File: src/rtl/car_power_ctrl.sv
// Car power sequencer: long-press on/off, idle and detector shutdown,
// armed detector enable and last-shutdown cause, all outputs registered.
module car_power_ctrl #(
  parameter int ON_HOLD_CYC  = 50,
  parameter int OFF_HOLD_CYC = 50,
  parameter int IDLE_CYC     = 500,
  parameter int ARM_DELAY    = 10,
  parameter int CNT_W        = 16
) (
  input  logic       clk,
  input  logic       rst_n,
  input  logic       power_btn,
  input  logic       drive_cmd,
  input  logic       detect_off,
  output logic       power_on,
  output logic       detect_start,
  output logic [1:0] shutdown_cause,
  output logic [2:0] state_dbg
);

  typedef enum logic [2:0] {
    S_OFF          = 3'b000,
    S_PRESS_ON     = 3'b001,
    S_WAIT_REL_ON  = 3'b010,
    S_ARMING       = 3'b011,
    S_RUN          = 3'b100,
    S_PRESS_OFF    = 3'b101,
    S_WAIT_REL_OFF = 3'b110
  } state_t;

  localparam logic [1:0] C_NONE = 2'b00;
  localparam logic [1:0] C_BTN  = 2'b01;
  localparam logic [1:0] C_DET  = 2'b10;
  localparam logic [1:0] C_IDLE = 2'b11;

  localparam logic [CNT_W-1:0] ONE     = CNT_W'(1);
  localparam logic [CNT_W-1:0] ON_LIM  = CNT_W'(ON_HOLD_CYC);
  localparam logic [CNT_W-1:0] OFF_LIM = CNT_W'(OFF_HOLD_CYC);
  localparam logic [CNT_W-1:0] IDL_LIM = CNT_W'(IDLE_CYC);
  localparam logic [CNT_W-1:0] ARM_LIM = CNT_W'(ARM_DELAY);

  state_t           state;
  state_t           state_n;
  logic [CNT_W-1:0] cnt;
  logic [CNT_W-1:0] cnt_n;
  logic [CNT_W-1:0] idle_cnt;
  logic [CNT_W-1:0] idle_n;
  logic [1:0]       cause;
  logic [1:0]       cause_n;
  logic             on_n;
  logic             det_n;

  // Limits are checked on cnt+1 before any increment, so no wrap.
  logic [CNT_W-1:0] cnt_inc;
  logic [CNT_W-1:0] idle_inc;
  assign cnt_inc  = cnt + ONE;
  assign idle_inc = idle_cnt + ONE;

  always_comb begin
    state_n = state;
    cnt_n   = '0;
    idle_n  = '0;
    cause_n = cause;
    unique case (state)
      S_OFF: begin
        if (power_btn) begin
          if (ON_LIM == ONE) begin
            state_n = S_WAIT_REL_ON;
            cause_n = C_NONE;
          end else begin
            state_n = S_PRESS_ON;
            cnt_n   = ONE;
          end
        end
      end
      S_PRESS_ON: begin
        if (!power_btn) begin
          state_n = S_OFF;
        end else if (cnt_inc == ON_LIM) begin
          state_n = S_WAIT_REL_ON;
          cause_n = C_NONE;
        end else begin
          cnt_n = cnt_inc;
        end
      end
      S_WAIT_REL_ON: begin
        if (!power_btn) state_n = S_ARMING;
      end
      S_ARMING: begin
        if (cnt_inc == ARM_LIM) state_n = S_RUN;
        else cnt_n = cnt_inc;
      end
      S_RUN: begin
        if (detect_off) begin
          state_n = S_OFF;
          cause_n = C_DET;
        end else if (!drive_cmd && idle_inc == IDL_LIM) begin
          state_n = S_OFF;
          cause_n = C_IDLE;
        end else if (power_btn) begin
          if (OFF_LIM == ONE) begin
            state_n = S_WAIT_REL_OFF;
            cause_n = C_BTN;
          end else begin
            state_n = S_PRESS_OFF;
            cnt_n   = ONE;
          end
        end else begin
          idle_n = drive_cmd ? '0 : idle_inc;
        end
      end
      S_PRESS_OFF: begin
        if (detect_off) begin
          state_n = S_OFF;
          cause_n = C_DET;
        end else if (!power_btn) begin
          state_n = S_RUN;
        end else if (cnt_inc == OFF_LIM) begin
          state_n = S_WAIT_REL_OFF;
          cause_n = C_BTN;
        end else begin
          cnt_n = cnt_inc;
        end
      end
      S_WAIT_REL_OFF: begin
        if (!power_btn) state_n = S_OFF;
      end
      default: begin
        state_n = S_OFF;
      end
    endcase
  end

  always_comb begin
    on_n  = 1'b0;
    det_n = 1'b0;
    unique case (state_n)
      S_WAIT_REL_ON,
      S_ARMING:    on_n = 1'b1;
      S_RUN,
      S_PRESS_OFF: begin
        on_n  = 1'b1;
        det_n = 1'b1;
      end
      default:     on_n = 1'b0;
    endcase
  end

  always_ff @(posedge clk or negedge rst_n) begin
    if (!rst_n) begin
      state        <= S_OFF;
      cnt          <= '0;
      idle_cnt     <= '0;
      cause        <= C_NONE;
      power_on     <= 1'b0;
      detect_start <= 1'b0;
    end else begin
      state        <= state_n;
      cnt          <= cnt_n;
      idle_cnt     <= idle_n;
      cause        <= cause_n;
      power_on     <= on_n;
      detect_start <= det_n;
    end
  end

  assign shutdown_cause = cause;
  assign state_dbg      = state;

endmodule

File: config.mk
export PLATFORM = sky130hd
export DESIGN_NAME = car_power_ctrl
export DESIGN_NICKNAME = d
export VERILOG_FILES = /design/src/rtl/car_power_ctrl.sv
export SDC_FILE = /design/constraint.sdc
export NUM_CORES = 1
export LEC_CHECK = 0
export CORE_MARGIN = 2
export CORE_UTILIZATION = 62
export CTS_BUF_LIST = sky130_fd_sc_hd__clkbuf_4
export CTS_CLUSTER_DIAMETER = 200
export CTS_CLUSTER_SIZE = 12
export DETAILED_ROUTE_END_ITERATION = 8
export PLACE_DENSITY_LB_ADDON = 0.2
export RECOVER_POWER = 25
export SLEW_MARGIN = 20
export SYNTH_ARGS = -nofsm -noshare
export SYNTH_HDL_FRONTEND = slang
export SYNTH_SLANG_ARGS = --single-unit
File: constraint.sdc
create_clock -name clk -period 3 [get_ports clk]
set_clock_uncertainty 0.05 [all_clocks]
set_input_delay 0.45 -clock clk [delete_from_list [all_inputs] [get_ports clk]]
set_output_delay 0.45 -clock clk [all_outputs]
set_load 0.01 [all_outputs]
==> results.json <==
{
  "status": "complete, but fails checks",
  "violations": "capacitance limit, slew limit",
  "max_clock_freq_mhz": 356,
  "path_max_fanout": 6,
  "dp_hpwl_mm": 3.08,
  "rsz0062_at_grt": "false",
  "holdCritStartpoint": "shutdown_cause[1]",
  "grt_pass1_wl_mm": 7.55,
  "row_count": 22,
  "postRouteAntennaNets": 0,
  "clock_path_buffers": 2,
  "startpoint_type": "register",
  "slew_headroom_pct": -36.6,
  "via_per_inst": 5.84,
  "ys_warn_count": 0,
  "first_iter_violations": 182,
  "p_leak_nw": 0.991,
  "coreArea_um2": 3630,
  "final_area_um2": 2460,
  "layout_min_cycle_time_ps": 2810,
  "syn_area_per_cell_um2": 9.52,
  "synth-seq-cells": 39,
  "io_pins": 12,
  "antenna_found_initial": 0,
  "end_kind": "register",
  "mostFrequentLayoutCells": "nor2_1 (39), dfrtp_1 (39), xnor2_1 (19)",
  "synth_edf_count": 0,
  "routed_wl_mm": 4.29,
  "root_buffer": "clkbuf_4",
  "multi_input_area_um2": 1220,
  "drive_gt1_share_pct": 7.94,
  "reg2reg_from": "idle_cnt[4]",
  "r2r_end": "power_on",
  "finalCritPeriodShare_pct": 93.6,
  "syn_inst": 244,
  "start_util_pct": 63.9,
  "syn_area_um2": 2320,
  "total_power_w": 0.000848,
  "grt-ovfl-total": 0,
  "ys_seq_area_share_pct": 42.0,
  "wl_per_cell_um": 14.3,
  "hold_class": "register to register",
  "fill_cells": 307,
  "maxCapViolations": 1,
  "setup_viol": 0,
  "grt_start_max_net_pins": 40,
  "critical_path_required_ps": 3190,
  "slew_violations": 40,
  "vias": 1752,
  "cts_made_buffers": 5,
  "dpl_cell_area_um2": 2410,
  "irDropWorstVdd_v": 0.000218,
  "whs_ps": 457,
  "yosys_most_used_dff": "dfrtp_1",
  "cts.htree.levels": 2,
  "min_path_cells": 1,
  "worstPathArrival_ps": 2990,
  "synth_cell_type_count": 48,
  "finalSetupTns_ps": 0,
  "holdPathEnd": "shutdown_cause[1]",
  "regArea_um2": 976,
  "antenna_cells": 0,
  "die_area_um2": 4250,
  "area_growth_pct": 6.03,
  "yosys.area.top_type_share_pct": 42.0,
  "crit_type": "register to register",
  "p_per_area_nw_per_um2": 344,
  "synth_area_leader_cell": "dfrtp_1",
  "drc": 0,
  "synthesis.nets": 254,
  "tightest_slew_ps": 2050,
  "die_h_um": 65.2,
  "cts_setup_buffers": 0,
  "port-buffer-count": 11,
  "hold_viol": 0,
  "grt_usage_pct": 23.0,
  "rr_worst_depth": 9,
  "clk_latency_ps": 340,
  "die_w_um": 65.2,
  "cts_tree": "yes",
  "ys_top_cells_by_area": "dfrtp_1 (42%), xnor2_1 (7.2%), nor2_1 (6.3%)",
  "gp_congestion": 0.868,
  "synthArstFlopShare_pct": 100,
  "clock-sinks": 39,
  "fin_nets": 261,
  "first_pass_iters": 4,
  "clk_pin_slew_worst_paths_ps": 110,
  "postLayoutCoreUtil_pct": 67.8,
  "reg2reg_slack_ps": 190,
  "first_global_vias": 1631
}
-- cell type report --
type                       count  share of cell area (%)
multi-input combinational    183                    49.6
timing repair buffer          13                    4.82
clock inverter                 2                   0.305
tap                           48                    2.44
clock buffer                   6                    1.83
inverter                       9                    1.37
sequential                    39                    39.6
-- cells in the mapped netlist (all sizes together), types with 3 or more instances --
| cell type | instances |
|---|---|
| nor4 | 4 |
| nor3 | 7 |
| nand2 | 12 |
| or4 | 3 |
| xor2 | 14 |
| nor3b | 3 |
| and4 | 4 |
| inv | 9 |
| nand4 | 14 |
| nor2 | 39 |
| dfrtp | 39 |
| and3 | 8 |
| nand2b | 3 |
| xnor2 | 19 |
| o21ai | 7 |
| buf | 12 |
| ha | 5 |
| nand3 | 13 |
-- registers in the layout, summed over array words and instances, names as in the netlist --
signal / flops
detect_start: 1
cnt: 16
shutdown_cause: 2
power_on: 1
state_dbg: 3
idle_cnt: 16
-- how the worst max path moves through the flow --
stage          slack, ps         from        to  cells after the start
6_report             190  idle_cnt[4]  power_on                      9
5_1_grt                4  idle_cnt[4]  power_on                      9
4_1_cts              190  idle_cnt[4]  power_on                      9
3_5_place_dp         220  idle_cnt[4]  power_on                      9
3_3_place_gp         320  idle_cnt[4]  power_on                      9
2_1_floorplan        520       cnt[0]  power_on                      9
-- report_power, final --
| group | switching (W) | total [W] | internal (W) |
|---|---|---|---|
| clock network | 0.000157 | 0.000253 | 0.0000960 |
| registers | 0.00000705 | 0.000538 | 0.000531 |
| logic | 0.0000370 | 0.0000567 | 0.0000196 |
| total | 0.000201 | 0.000848 | 0.000647 |
-- logic make-up after synthesis --
group / Yosys count / share of synthesized area, %
flops: 39 / 42.0
xor+xnor: 33 / 12.4
buf+inv: 22 / 5.60
compound gates: 25 / 9.05
simple gates: 117 / 26.7
fa+ha+maj: 5 / 2.69
mux: 3 / 1.51
-- what timing repair did --
item                       CTS  global route
gates resized for setup      0             1
hold buffers                 0             0
setup endpoints to repair    0             9
-- layer usage --
metal / share of wire (%) / vias to the layer above / global-route usage (%)
met5: 0 / - / 0
met4: 0.63 / 0 / 6.77
met3: 4.1 / 2 / 7.02
met2: 45 / 41 / 34.6
met1: 50 / 835 / 32.3
li1: - / 874 / -
-- per-stage QoR --
step / std cells / worst slack (ps)
after floorplan: 244 / 523
after global placement: 292 / 324
after detailed placement: 292 / 223
after CTS: 300 / 194
after global routing: 300 / 4.03
final: 300 / 192
-- critical path, cell delays in order (launching register included) --
cell and delay [ps]:
dfrtp_1 470, nand3_1 180, nor4_1 650, mux2i_1 240, a221oi_4 380, a211oi_1 120, o21ai_0 150, o21ai_0 130
ha_1 300, inv_1 30
Power figures use the tool's default switching activity.
